$ cat config.mk
export PLATFORM = sky130hd
export DESIGN_NAME = check_colour_flat
export DESIGN_NICKNAME = d
export VERILOG_FILES = /design/src/rtl/check_colour_if.sv /design/src/rtl/check_colour.sv /design/src/flat_wrapper.sv
export SDC_FILE = /design/constraint.sdc
export NUM_CORES = 1
export LEC_CHECK = 0
export CAP_MARGIN = 25
export CORE_AREA = 2 2 39 41
export DETAILED_ROUTE_END_ITERATION = 6
export DIE_AREA = 0 0 41 43
export HOLD_SLACK_MARGIN = 0.15
export SYNTH_ARGS = -nofsm -noshare
export SYNTH_HDL_FRONTEND = slang
export SYNTH_SLANG_ARGS = --single-unit
$ cat constraint.sdc
create_clock -name clk -period 1.2 [get_ports clk]
set_input_delay 0.3 -clock clk [delete_from_list [all_inputs] [get_ports clk]]
set_output_delay 0.3 -clock clk [all_outputs]
set_load 0.1 [all_outputs]
$ cat src/rtl/check_colour_if.sv
// Piece-code inputs and colour-rule result outputs for check_colour.
interface check_colour_if;
  logic [3:0] currentPiece;
  logic [3:0] targetPiece;
  logic       allowColour;
  logic       isCapture;
  logic       targetEmpty;
  logic       pieceError;

  // Driver side: supplies piece codes, observes results.
  modport master (
    output currentPiece,
    output targetPiece,
    input  allowColour,
    input  isCapture,
    input  targetEmpty,
    input  pieceError
  );

  // Checker side: consumes piece codes, produces registered results.
  modport slave (
    input  currentPiece,
    input  targetPiece,
    output allowColour,
    output isCapture,
    output targetEmpty,
    output pieceError
  );
endinterface

$ cat src/rtl/check_colour.sv
// Colour-rule checker for a chess move: decodes the moving piece and the
// destination contents, and registers allow/capture/empty/error flags with
// one cycle of latency. The only state is the four output registers.
module check_colour (
  input logic           clk,
  input logic           reset,
  check_colour_if.slave bus
);

  logic w_cur_valid;
  logic w_cur_illegal;
  logic w_tgt_valid;
  logic w_tgt_illegal;
  logic w_tgt_empty;
  logic w_allow;
  logic w_capture;
  logic w_error;

  logic r_allow;
  logic r_capture;
  logic r_empty;
  logic r_error;

  // Classify both codes and evaluate the colour rule combinationally.
  always_comb begin
    w_cur_valid   = (bus.currentPiece[2:0] >= 3'd1) && (bus.currentPiece[2:0] <= 3'd6);
    w_cur_illegal = (bus.currentPiece[2:0] == 3'b111) || (bus.currentPiece == 4'b1000);
    w_tgt_valid   = (bus.targetPiece[2:0] >= 3'd1) && (bus.targetPiece[2:0] <= 3'd6);
    w_tgt_illegal = (bus.targetPiece[2:0] == 3'b111) || (bus.targetPiece == 4'b1000);
    w_tgt_empty   = (bus.targetPiece == 4'b0000);
    w_error       = w_cur_illegal || w_tgt_illegal;
    // Illegal codes are neither valid nor empty, so they already force allow low.
    w_allow       = w_cur_valid &&
                    (w_tgt_empty ||
                     (w_tgt_valid && (bus.targetPiece[3] != bus.currentPiece[3])));
    w_capture     = w_allow && w_tgt_valid;
  end

  // Register all four results together; reset clears them as a group.
  always_ff @(posedge clk) begin
    if (reset) begin
      r_allow   <= 1'b0;
      r_capture <= 1'b0;
      r_empty   <= 1'b0;
      r_error   <= 1'b0;
    end else begin
      r_allow   <= w_allow;
      r_capture <= w_capture;
      r_empty   <= w_tgt_empty;
      r_error   <= w_error;
    end
  end

  assign bus.allowColour = r_allow;
  assign bus.isCapture   = r_capture;
  assign bus.targetEmpty = r_empty;
  assign bus.pieceError  = r_error;

endmodule

$ cat src/flat_wrapper.sv
// flat-port wrapper written by rule: the top's interface ports become plain ports
module check_colour_flat 
  (clk, reset, bus_currentPiece, bus_targetPiece, bus_allowColour, bus_isCapture, bus_targetEmpty, bus_pieceError);
  check_colour_if bus_i ();
  input logic clk;
  input logic reset;
  input wire logic [$bits(bus_i.currentPiece)-1:0] bus_currentPiece;
  input wire logic [$bits(bus_i.targetPiece)-1:0] bus_targetPiece;
  output wire logic [$bits(bus_i.allowColour)-1:0] bus_allowColour;
  output wire logic [$bits(bus_i.isCapture)-1:0] bus_isCapture;
  output wire logic [$bits(bus_i.targetEmpty)-1:0] bus_targetEmpty;
  output wire logic [$bits(bus_i.pieceError)-1:0] bus_pieceError;
  assign bus_i.currentPiece = bus_currentPiece;
  assign bus_i.targetPiece = bus_targetPiece;
  assign bus_allowColour = bus_i.allowColour;
  assign bus_isCapture = bus_i.isCapture;
  assign bus_targetEmpty = bus_i.targetEmpty;
  assign bus_pieceError = bus_i.pieceError;
  check_colour u_core (.clk(clk), .reset(reset), .bus(bus_i));
endmodule
==> metrics <==
outcome finished clean; Comb pwr share 33.4%; drt total wl 434 µm; Required @ worst endpoint 1.32 ns; Chip Height 43 µm; Root Buffer clkbuf_4; Crit. End Element flop; P_int 328 µW; total nets after synthesis 32; violation count after the first detailed-route iteration 0; CTS tree yes; post-DP HPWL 387 µm; final setup margin 0.0603 ns; clk sink count 4; # port buffers 13; hold path depth 3; Seq pwr share 31.8%; die footprint 1760 µm²; nets 53; Longest Clk Path Bufs 2; Yosys cell types 13; core area 1380 µm²; Detail Route Antenna Nets 0; Cell Count, Final, Fillers Out 57; Mapped Cells 22; Worst Path Arrival 1.26 ns; Max transition margin 83.6%; total CTS buffers 3; fin crit period 1.14 ns; Initial Util 13.9%; first-pass GRT wire length 745 µm; switching share of power 30.1%; Placed Cells 54; Worst Path Max Fanout 4; # DRC 0; gr usage total 6.62%; sequential share of the synthesized area 41.6%; most common cell after layout, fill and taps aside clkdlybuf4s50_1; hold crit path type in2reg; Remaining Overflow, GRT 0; layout cells sized above 1 41.5%; Clock Power Share 34.8%; pre-CTS setup slack -0.228 ns; CTS clk-pin slew, worst paths 0.04 ns; Slew @ Worst Pin 0.244 ns; drt wl/cell 7.61 µm; kind of critical path in2reg; routability cong. 0.714; RSZ-0062 raised after global routing false; synthesized area per cell 8.76 µm²; Via density 4.04; CTS Hold Bufs 0; Switch Pwr 141 µW; final hold violations 0; MaxCap Viol Count 0; power density over the cells 1060 nW/µm²; synth warn 0; post-synthesis cell area 193 µm²; Die W 41 µm; htree depth 1; fmax 877 MHz; CTS resizes 0; antenna fix cells 0; P_leak 0.000187 µW; vias 230; Worst VDD drop 259 µV; most frequent cells in the layout clkdlybuf4s50_1 (7), buf_12 (4), dfxtp_2 (4); period utilisation layout 95.0%; Hold Slack 0.421 ns; initial antenna violation count 0; buffers inserted by post-CTS timing repair 0; Cell Rows 14; Pre-antenna DRT Iters 1; Slew Limit Fails 0; Layout area overhead 130%; IO Pins 14; CP startpoint kind input pin; vias in the first global route 227; FF+latch count, synth 4; Final setup viols 0; largest net degree at the start of global routing 5; fin util 32.0%
==> power groups by stage <==
| stage | combinational, µW | sequential (µW) | clock, µW |
|---|---|---|---|
| final | 157 | 149 | 163 |
| after global routing | 166 | 150 | 176 |
| after CTS | 157 | 150 | 175 |
| after detailed placement | 157 | 152 | 0 |
| after global placement | 157 | 151 | 0 |
| after floorplan | 19.9 | 205 | 0 |
==> sequential cells by signal (all words and copies together), names as in the netlist <==
name	flops
u_core.bus.pieceError	1
u_core.bus.allowColour	1
u_core.bus.targetEmpty	1
u_core.bus.isCapture	1
==> cell usage after synthesis, drive strengths merged <==
library cell	n	area, µm²
dfxtp	4	80.1
and4	2	17.5
nor3	4	25.0
and3	1	6.26
nand2	2	7.51
a31oi	1	6.26
xor2	1	8.76
nor2	1	3.75
o21ai	3	15.0
and2	1	6.26
or3	1	11.3
a21oi	1	5.00
==> per-layer routing <==
| layer | global-route usage [%] | wire length, µm | share of wire (%) |
|---|---|---|---|
| met1 | 7.05 | 171 | 39 |
| met2 | 9.06 | 219 | 50 |
| met3 | 0 | 28 | 6.5 |
| met4 | 10.0 | 14 | 3.2 |
| met5 | 0 | 0 | 0 |
==> cell families after synthesis <==
kind of cell    share of synthesized area (%)
simple gates                             40.3
compound gates                           13.6
flops                                    41.6
xor+xnor                                 4.55
==> path summary, 6_finish.rpt <==
path	startpoint	slack, ns	endpoint
max	bus_targetPiece[2]	0.06	u_core.bus.isCapture
min	bus_targetPiece[1]	0.42	u_core.bus.targetEmpty
==> stage by stage <==
step / power, µW / setup TNS, ns / instance area, µm²
5_1_grt: 492 / 0 / 443
4_1_cts: 481 / 0 / 433
2_1_floorplan: 225 / 0 / 198
3_3_place_gp: 308 / -0.628 / 410
3_5_place_dp: 309 / -0.737 / 410
6_report: 469 / 0 / 443
==> critical path: stages <==
cell and delay, ns:
clkdlybuf4s50_1 0.46, or3_4 0.35, and4_1 0.15
==> cell type report <==
cell class	count	area, µm²
Timing Repair Buffer	16	198
Multi-Input combinational cell	18	118
Sequential cell	4	85.1
Tap cell	16	20.0
Clock buffer	3	22.5
Fill cell	148	941
Power figures use the tool's default switching activity.
